$ cat src/rtl/mem_access_pkg.sv
// mem_access_pkg: shared types and helpers for the memory-access stage.
//   - mem_size_e  : access size encoding (byte/half/word/double)
//   - mem_state_e : access FSM state encoding
//   - size_mask() : byte-enable pattern for a size, before lane shifting
//   - is_misaligned() : natural-alignment test for a size and byte offset
package mem_access_pkg;

    typedef enum logic [1:0] {
        MEM_SIZE_B = 2'b00,
        MEM_SIZE_H = 2'b01,
        MEM_SIZE_W = 2'b10,
        MEM_SIZE_D = 2'b11
    } mem_size_e;

    typedef enum logic [1:0] {
        MEM_ST_IDLE = 2'b00,
        MEM_ST_WAIT = 2'b01,
        MEM_ST_DONE = 2'b10
    } mem_state_e;

    function automatic logic [7:0] size_mask(input mem_size_e size);
        logic [7:0] m;
        case (size)
            MEM_SIZE_B: m = 8'h01;
            MEM_SIZE_H: m = 8'h03;
            MEM_SIZE_W: m = 8'h0F;
            default:    m = 8'hFF;
        endcase
        return m;
    endfunction

    function automatic logic is_misaligned(input mem_size_e size, input logic [2:0] off);
        logic mis;
        case (size)
            MEM_SIZE_B: mis = 1'b0;
            MEM_SIZE_H: mis = off[0];
            MEM_SIZE_W: mis = |off[1:0];
            default:    mis = |off;
        endcase
        return mis;
    endfunction

endpackage

$ cat src/rtl/mem_access_load_fmt.sv
// mem_access_load_fmt: combinational load formatter. Moves the addressed
// bytes of an aligned 64-bit read word down to bit 0, truncates to the
// access size and sign- or zero-extends. Shared with the cache read path.
//   rdata_i    : aligned read data from memory
//   offset_i   : byte offset of the access within the 8-byte word
//   size_i     : access size
//   unsigned_i : zero-extend instead of sign-extend (ignored for double)
//   data_o     : formatted writeback value
module mem_access_load_fmt
    import mem_access_pkg::*;
#(
    parameter int DATA_W = 64
) (
    input  logic [DATA_W-1:0] rdata_i,
    input  logic [2:0]        offset_i,
    input  mem_size_e         size_i,
    input  logic              unsigned_i,
    output logic [DATA_W-1:0] data_o
);

    logic [DATA_W-1:0] shifted;

    assign shifted = rdata_i >> {offset_i, 3'b000};

    always_comb begin
        data_o = shifted;
        case (size_i)
            MEM_SIZE_B: data_o = {{(DATA_W-8){shifted[7]  & ~unsigned_i}}, shifted[7:0]};
            MEM_SIZE_H: data_o = {{(DATA_W-16){shifted[15] & ~unsigned_i}}, shifted[15:0]};
            MEM_SIZE_W: data_o = {{(DATA_W-32){shifted[31] & ~unsigned_i}}, shifted[31:0]};
            default:    data_o = shifted;
        endcase
    end

endmodule

$ cat src/rtl/mem_access.sv
// mem_access: pipeline memory-access stage behind EX.
// Issues one load/store per memory instruction on a req/ack port, stalls
// the front of the pipe while the access is outstanding and presents the
// formatted result for one DONE cycle. Non-memory instructions pass
// straight through combinationally.
//   clk, rst               : clock, synchronous active-high reset
//   mem_access_*_i         : EX/MEM latch contents
//   dmem_*                 : data-memory request/response port
//   mem_access_stall_o     : hold IF/ID/EX and the EX/MEM latch
//   mem_access_done_o      : memory result valid this cycle
//   mem_access_misalign_o  : misaligned access detected (no request issued)
//   mem_access_rd_data_o   : value to MEM/WB
module mem_access
    import mem_access_pkg::*;
#(
    parameter int ADDR_W = 64,
    parameter int DATA_W = 64
) (
    input  logic              clk,
    input  logic              rst,
    input  logic              mem_access_valid_i,
    input  logic              mem_access_mem_read_i,
    input  logic              mem_access_mem_write_i,
    input  logic [1:0]        mem_access_mem_size_i,
    input  logic              mem_access_mem_unsigned_i,
    input  logic [ADDR_W-1:0] mem_access_addr_i,
    input  logic [DATA_W-1:0] mem_access_store_data_i,
    input  logic [DATA_W-1:0] mem_access_rd_data_i,
    output logic              dmem_req_o,
    output logic              dmem_we_o,
    output logic [ADDR_W-1:0] dmem_addr_o,
    output logic [DATA_W-1:0] dmem_wdata_o,
    output logic [7:0]        dmem_wmask_o,
    input  logic              dmem_ack_i,
    input  logic [DATA_W-1:0] dmem_rdata_i,
    output logic              mem_access_stall_o,
    output logic              mem_access_done_o,
    output logic              mem_access_misalign_o,
    output logic [DATA_W-1:0] mem_access_rd_data_o
);

    mem_state_e        state_q, state_d;
    logic [ADDR_W-1:0] addr_q, addr_d;
    mem_size_e         size_q, size_d;
    logic              unsigned_q, unsigned_d;
    logic              we_q, we_d;
    logic [DATA_W-1:0] wdata_q, wdata_d;
    logic [7:0]        wmask_q, wmask_d;
    logic [DATA_W-1:0] result_q, result_d;

    mem_size_e         size_in;
    logic              is_mem;
    logic              misalign;
    logic              issue;
    logic [DATA_W-1:0] load_val;

    assign size_in  = mem_size_e'(mem_access_mem_size_i);
    assign is_mem   = mem_access_valid_i & (mem_access_mem_read_i | mem_access_mem_write_i);
    assign misalign = is_mem & is_misaligned(size_in, mem_access_addr_i[2:0]);

    mem_access_load_fmt #(
        .DATA_W (DATA_W)
    ) u_load_fmt (
        .rdata_i    (dmem_rdata_i),
        .offset_i   (addr_q[2:0]),
        .size_i     (size_q),
        .unsigned_i (unsigned_q),
        .data_o     (load_val)
    );

    always_comb begin
        state_d               = state_q;
        issue                 = 1'b0;
        dmem_req_o            = 1'b0;
        mem_access_stall_o    = 1'b0;
        mem_access_done_o     = 1'b0;
        mem_access_misalign_o = 1'b0;
        mem_access_rd_data_o  = '0;
        result_d              = result_q;
        case (state_q)
            MEM_ST_IDLE: begin
                if (misalign) begin
                    mem_access_misalign_o = 1'b1;
                end else if (is_mem) begin
                    mem_access_stall_o = 1'b1;
                    issue              = 1'b1;
                    state_d            = MEM_ST_WAIT;
                end else begin
                    mem_access_rd_data_o = mem_access_rd_data_i;
                end
            end
            MEM_ST_WAIT: begin
                dmem_req_o         = 1'b1;
                mem_access_stall_o = 1'b1;
                if (dmem_ack_i) begin
                    // Stores still retire a writeback value: the EX result,
                    // which the stalled EX/MEM latch is still holding.
                    result_d = we_q ? mem_access_rd_data_i : load_val;
                    state_d  = MEM_ST_DONE;
                end
            end
            MEM_ST_DONE: begin
                mem_access_done_o    = 1'b1;
                mem_access_rd_data_o = result_q;
                state_d              = MEM_ST_IDLE;
            end
            default: state_d = MEM_ST_IDLE;
        endcase
    end

    // Request registers are loaded only on issue so the port stays stable
    // for the whole WAIT period regardless of what upstream does.
    always_comb begin
        addr_d     = addr_q;
        size_d     = size_q;
        unsigned_d = unsigned_q;
        we_d       = we_q;
        wdata_d    = wdata_q;
        wmask_d    = wmask_q;
        if (issue) begin
            addr_d     = mem_access_addr_i;
            size_d     = size_in;
            unsigned_d = mem_access_mem_unsigned_i;
            // read+write together is treated as a write
            we_d       = mem_access_mem_write_i;
            wdata_d    = mem_access_store_data_i << {mem_access_addr_i[2:0], 3'b000};
            wmask_d    = size_mask(size_in) << mem_access_addr_i[2:0];
        end
    end

    always_ff @(posedge clk) begin
        if (rst) begin
            state_q    <= MEM_ST_IDLE;
            addr_q     <= '0;
            size_q     <= MEM_SIZE_B;
            unsigned_q <= 1'b0;
            we_q       <= 1'b0;
            wdata_q    <= '0;
            wmask_q    <= '0;
            result_q   <= '0;
        end else begin
            state_q    <= state_d;
            addr_q     <= addr_d;
            size_q     <= size_d;
            unsigned_q <= unsigned_d;
            we_q       <= we_d;
            wdata_q    <= wdata_d;
            wmask_q    <= wmask_d;
            result_q   <= result_d;
        end
    end

    assign dmem_we_o    = we_q;
    assign dmem_addr_o  = {addr_q[ADDR_W-1:3], 3'b000};
    assign dmem_wdata_o = wdata_q;
    assign dmem_wmask_o = wmask_q;

endmodule

$ cat config.mk
export PLATFORM = sky130hd
export DESIGN_NAME = mem_access
export DESIGN_NICKNAME = d
export VERILOG_FILES = /design/src/rtl/mem_access_pkg.sv /design/src/rtl/mem_access_load_fmt.sv /design/src/rtl/mem_access.sv
export SDC_FILE = /design/constraint.sdc
export NUM_CORES = 1
export LEC_CHECK = 0
export CAP_MARGIN = 5
export CELL_PAD_IN_SITES_DETAIL_PLACEMENT = 0
export CELL_PAD_IN_SITES_GLOBAL_PLACEMENT = 1
export CORE_ASPECT_RATIO = 0.6
export CORE_MARGIN = 2
export CORE_UTILIZATION = 29
export DETAILED_ROUTE_END_ITERATION = 7
export GPL_TIMING_DRIVEN = 0
export PLACE_DENSITY_LB_ADDON = 0.1
export RECOVER_POWER = 25
export SLEW_MARGIN = 20
export SYNTH_ARGS = -nofsm -noshare
export SYNTH_HDL_FRONTEND = slang
export SYNTH_SLANG_ARGS = --single-unit
$ cat constraint.sdc
create_clock -name clk -period 1.9 [get_ports clk]
set_input_delay 0.285 -clock clk [delete_from_list [all_inputs] [get_ports clk]]
set_output_delay 0.285 -clock clk [all_outputs]
set_load 0.02 [all_outputs]
==> results of run 1 <==
[power breakdown]
| group | leakage (nW) | switching [W] | internal (W) |
|---|---|---|---|
| combinational | 5.85 | 0.00250 | 0.00225 |
| sequential | 1.68 | 0.000126 | 0.00452 |
| clock | 0.380 | 0.00205 | 0.00259 |
[cells by family after synthesis]
group | count (synthesis) | synth area share (%)
other | 1 | 0.0299
AND/OR/NAND/NOR | 479 | 16.5
multiplexers | 144 | 14.5
buffers and inverters | 207 | 9.16
flip-flops | 206 | 32.9
AO/OA/AOI/OAI | 449 | 26.9
[through the flow]
| stage | util, % | setup TNS, ns | hold slack, ns |
|---|---|---|---|
| floorplan | - | 0 | 0.416 |
| global placement | 42.4 | -288.58 | 0.431 |
| detailed placement | 42.4 | -288.23 | 0.433 |
| CTS | 48.2 | -25.07 | 0.193 |
| global route | 48.8 | -44.82 | 0.223 |
| finish | 48.8 | -31.60 | 0.205 |
[state kept, by name, indices dropped and copies added (netlist names)]
name and cells:
addr_q 64, dmem_wdata_o 64, dmem_we_o 1, dmem_wmask_o 8, result_q 64, size_q 2
state_q 2, unsigned_q 1
[layout make-up]
cell class | count | area share, %
Antenna cell | 11 | 0.133
Buffer | 200 | 7.92
Clock buffer | 30 | 3.16
Clock inverter | 12 | 0.545
Inverter | 3 | 0.0545
Multi-Input combinational cell | 1075 | 38.7
Sequential cell | 206 | 20.1
Tap cell | 570 | 3.45
Timing Repair Buffer | 539 | 25.9
[critical path, stage by stage, from the launching register on]
cell and delay [ns]:
dfxtp_4 0.36, nor3b_4 0.20, buf_6 0.15, clkbuf_16 0.18, buf_4 0.15, a22o_1 0.18
buf_6 0.14
[cells in the final DEF, fill, tap and decap left out, drive strengths merged, types with 36 or more instances in the layout]
master,count
nand2,284
mux2i,80
buf,233
clkdlybuf4s50,332
dlygate4sd2,36
nand2b,36
o21ai,65
a21oi,117
nor2,88
a22o,80
clkbuf,164
mux2,39
dfxtp,206
[path summary, 6_finish.rpt]
path	startpoint	to	depth (start not counted)
worst max-delay path	state_q[1]	mem_access_rd_data_o[2]	6
worst min-delay path	mem_access_mem_write_i	dmem_we_o	3
worst max register to register	addr_q[1]	result_q[28]	8
worst min register to register	result_q[12]	result_q[12]	2
[routing by layer]
layer | vias to the layer above | part of all wire, %
met5 | - | 0
met2 | 636 | 40
met4 | 0 | 1.6
li1 | 6474 | -
met1 | 6982 | 47
met3 | 71 | 11
[repair_timing]
item | in CTS | in global routing
pin swaps | 74 | 47
resized for setup | 708 | 151
cloned | 13 | 1
hold buffers | 0 | 0
buffers inserted | 51 | 17
endpoints found under the setup margin | 307 | 287
==> impl_results.md, run 1 <==
- Worst Path Arrival: 1.92 ns
- Via count: 14200
- TritonRoute pass-1 iters: 5
- Netlist cell types: 58
- Final instance area: 0.0206 mm²
- Placement Cell Area: 0.0180 mm²
- Register area share after synthesis: 32.9%
- Vias in the first global route: 13500
- Vias per inst: 5.35
- CTS max path bufs: 3
- WP data required: 1.62 ns
- Layout cell share with drive strength beyond 1: 27.7%
- Top FF cell, synth: dfxtp_1
- Post-DP HPWL: 53500 µm
- Mapped Avg Cell Area: 8.44 µm²
- Die Ht: 165 µm
- Antenna violations before repair: 7
- Register area: 0.00414 mm²
- Full die area: 0.0450 mm²
- Final setup fails: 205
- Congestion Overflow GR: 0
- Port Buf Inserts: 465
- Crit Path Max Fanout: 7
- M2 GR Usage: 40.7%
- Critical Path Sink Type: output pin
- Routed Antenna Nets: 0
- Yosys top cell by area: dfxtp_1
- Mapped Cells: 1486
- Met1 Usage GRT: 43.6%
- Initial core utilization: 29.7%
- Leakage power: 7.91 nW
- Reg clk slew, reported paths: 0.07 ns
- Yosys warnings: 0
- Max-cap violation count: 0
- Worst skew pair latency: 0.56 ns
- CTS Buf Count: 24
- Number of fill cells: 4122
- Critical path class: reg2out
- Critical Path Start Type: register
- DRC violations left: 0
- Post-place setup slack: -2.13 ns
- Setup Skew: 0.0296 ns
- Top cells by count, synth: nand2_1, dfxtp_1, a21oi_1
- CTS tree: yes
- Number of synthesized flops with an enable pin: 0
- CTS root buf: clkbuf_16
- GR Layer Usage met3: 10.1%
- Pwr per Cell Area: 680 mW/mm²
- Gpl congestion: 0.974
- Wire length of the first global-routing pass: 95900 µm
- IO Pins: 470
- Failing checks: setup timing
- Die W: 273 µm
- Least-Margin Pin Slew: 1.22 ns
- RSZ-0062 raised after global routing: yes
- Slew HR: 18.6%
- #FFs+latches synth: 206
- Tot GR Track Use: 29.5%
- Clk sink count: 206
- Achievable Freq: 0.454 GHz
- Cell Rows: 58
- Synth area leaders: dfxtp_1, nand2_1, mux2i_1
- Max VDD drop: 0.550 mV
- Wire per inst: 26.1 µm
- Fin crit period: 2.20 ns
- Fin nets: 2314
- Largest net degree at the start of global routing: 14
- Reg-to-reg slack, setup: -0.26 ns
- Core Area: 0.0423 mm²
- Area share of the largest cell type after synthesis: 32.9%
- Routed WL: 69000 µm
- Most used routing layer: met1
- Setup WS post-layout: -0.301 ns
- H-tree depth: 1
- Tot Pwr: 0.0140 W
- Pins Over Slew Limit: 0
- Most frequent cell after synthesis: nand2_1
- Area delta synth->final: 64.5%
- Non-Filler Instances: 2646
- Final Hold Vio Count: 0
- Synthesized area: 0.0125 mm²
- Dpl cells: 2523
- Hold Crit Class: in2reg
- Asr flop ratio synth: 0%
- Iter 0 DRT Violations: 1491
- Multi-input logic area: 0.00800 mm²
- Final period util: 116%
- Outcome: complete, but fails checks
Note: power is estimated with default switching activity, not from simulation.
==> inputs of run 2 (changes only) <==
--- a/config.mk
+++ b/config.mk
@@ -15,6 +15,7 @@
 export GPL_TIMING_DRIVEN = 0
 export PLACE_DENSITY_LB_ADDON = 0.1
 export RECOVER_POWER = 25
+export REMOVE_ABC_BUFFERS = 1
 export SLEW_MARGIN = 20
 export SYNTH_ARGS = -nofsm -noshare
 export SYNTH_HDL_FRONTEND = slang
==> impl_results.md, run 2 (same netlist as run 1, synthesis figures left out) <==
- Outcome: complete, but fails checks
- Failing checks: setup timing
- Antenna violations before repair: 4
- Critical Path Sink Type: output pin
- Register area: 0.00415 mm²
- CP max stage delay: 0.37 ns
- Worst skew pair latency: 0.54 ns
- Vias in the first global route: 12800
- Routed Antenna Nets: 0
- CTS tree: yes
- IO Pins: 470
- Congestion Overflow GR: 0
- Core Area: 0.0423 mm²
- Initial core utilization: 29.7%
- Cell Rows: 58
- CTS max path bufs: 3
- Fin crit period: 2.28 ns
- CP dominant cell by count: buf_8
- Tot Pwr: 0.0147 W
- Tot GR Track Use: 24.2%
- Layout cell share with drive strength beyond 1: 30.9%
- Critical path class: reg2out
- Pwr per Cell Area: 673 mW/mm²
- Final Hold Vio Count: 0
- Port Buf Inserts: 466
- Wire per inst: 24.0 µm
- Area delta synth->final: 74.5%
- Vias per inst: 5.30
- DRC violations left: 0
- Reg clk slew, reported paths: 0.06 ns
- Slew HR: 11.7%
- Routed WL: 61300 µm
- TritonRoute pass-1 iters: 5
- Fin nets: 2224
- WP data required: 1.62 ns
- Setup Skew: 0.0168 ns
- Max VDD drop: 0.622 mV
- Clk sink count: 206
- Post-DP HPWL: 36600 µm
- Crit Path Max Fanout: 8
- Via count: 13500
- Final setup fails: 259
- Wire length of the first global-routing pass: 82400 µm
- Least-Margin Pin Slew: 1.32 ns
- Setup WS post-layout: -0.377 ns
- Critical path, cell by cell: nor3b_4 > buf_6 > buf_8 > buf_8 > buf_8 > a22o_1 > buf_6
- Number of fill cells: 3870
- Die W: 273 µm
- Post-route setup TNS: -54.06 ns
- Multi-input logic area: 0.00849 mm²
- Worst Path Arrival: 1.99 ns
- Pins Over Slew Limit: 0
- Iter 0 DRT Violations: 862
- Gpl congestion: 0.814
- Achievable Freq: 0.439 GHz
- Die Ht: 165 µm
- Crit path max-delay cell type: dfxtp_4
- CTS root buf: clkbuf_16
- Most frequent cells in the layout: clkdlybuf4s50_1, nand2_1, dfxtp_1
- Leakage power: 8.01 nW
- Commonest non-fill, non-tap cell in the layout: clkdlybuf4s50_1
- Hold Crit Class: in2reg
- CTS Buf Count: 24
- H-tree depth: 1
- Critical Path Start Type: register
- Largest net degree at the start of global routing: 99
- Full die area: 0.0450 mm²
- Final period util: 120%
- RSZ-0062 raised after global routing: yes
- Max-cap violation count: 0
- Post-place setup slack: -1.68 ns
run 2: layer usage:
layer / routed length, µm / vias up / track usage (%)
met5: 0 / - / 0
met4: 1460 / 0 / 6.22
met2: 27900 / 435 / 38.4
met3: 3700 / 76 / 4.99
li1: - / 6296 / -
met1: 28200 / 6720 / 33.4
run 2: repair_timing:
action	CTS	global route
pin swaps	66	128
setup endpoints to repair	268	258
gates resized for setup	468	326
cloned	17	28
endpoints found under the hold margin	0	0
hold buffers	0	0
setup buffers	63	49
run 2: final timing paths:
check                           slack (ns)  cells past startpoint                    from                        to
worst max-delay path                 -0.38                      7              state_q[0]  mem_access_rd_data_o[32]
worst min register to register        0.44                      2            result_q[12]              result_q[12]
worst max register to register       -0.32                     11              state_q[0]                addr_q[42]
worst min-delay path                  0.15                      3  mem_access_mem_write_i                 dmem_we_o
run 2: cell type report:
type                       instances  share of cell area (%)
antenna                            5                  0.0572
clock buffer                      37                    3.43
clock inverter                     7                   0.514
inverter                           3                  0.0857
multi-input combinational       1076                    38.8
sequential                       206                    18.9
tap                              570                    3.26
timing repair buffer             648                    34.9
run 2: per-stage QoR:
stage	instance area, µm²	util (%)	cells	hold WS [ns]
finish	21900	51.7	2552	0.148
global route	21900	51.7	2551	0.154
CTS	19800	46.8	2479	0.127
detailed placement	17500	41.4	2357	0.429
global placement	16800	39.7	2320	0.427
floorplan	11400	-	1284	0.351
run 2: critical path, delay by kind of cell, from the launching register on:
family	cells	cell delay, ns
flip-flops	1	0.37
AO/OA/AOI/OAI	1	0.17
buffers and inverters	5	0.67
AND/OR/NAND/NOR	1	0.23
run 2: report_power, final:
| part | total, W | internal [W] | switching, W |
|---|---|---|---|
| logic | 0.00490 | 0.00254 | 0.00236 |
| registers | 0.00465 | 0.00452 | 0.000131 |
| clock network | 0.00519 | 0.00312 | 0.00207 |
| total | 0.0147 | 0.0102 | 0.00456 |
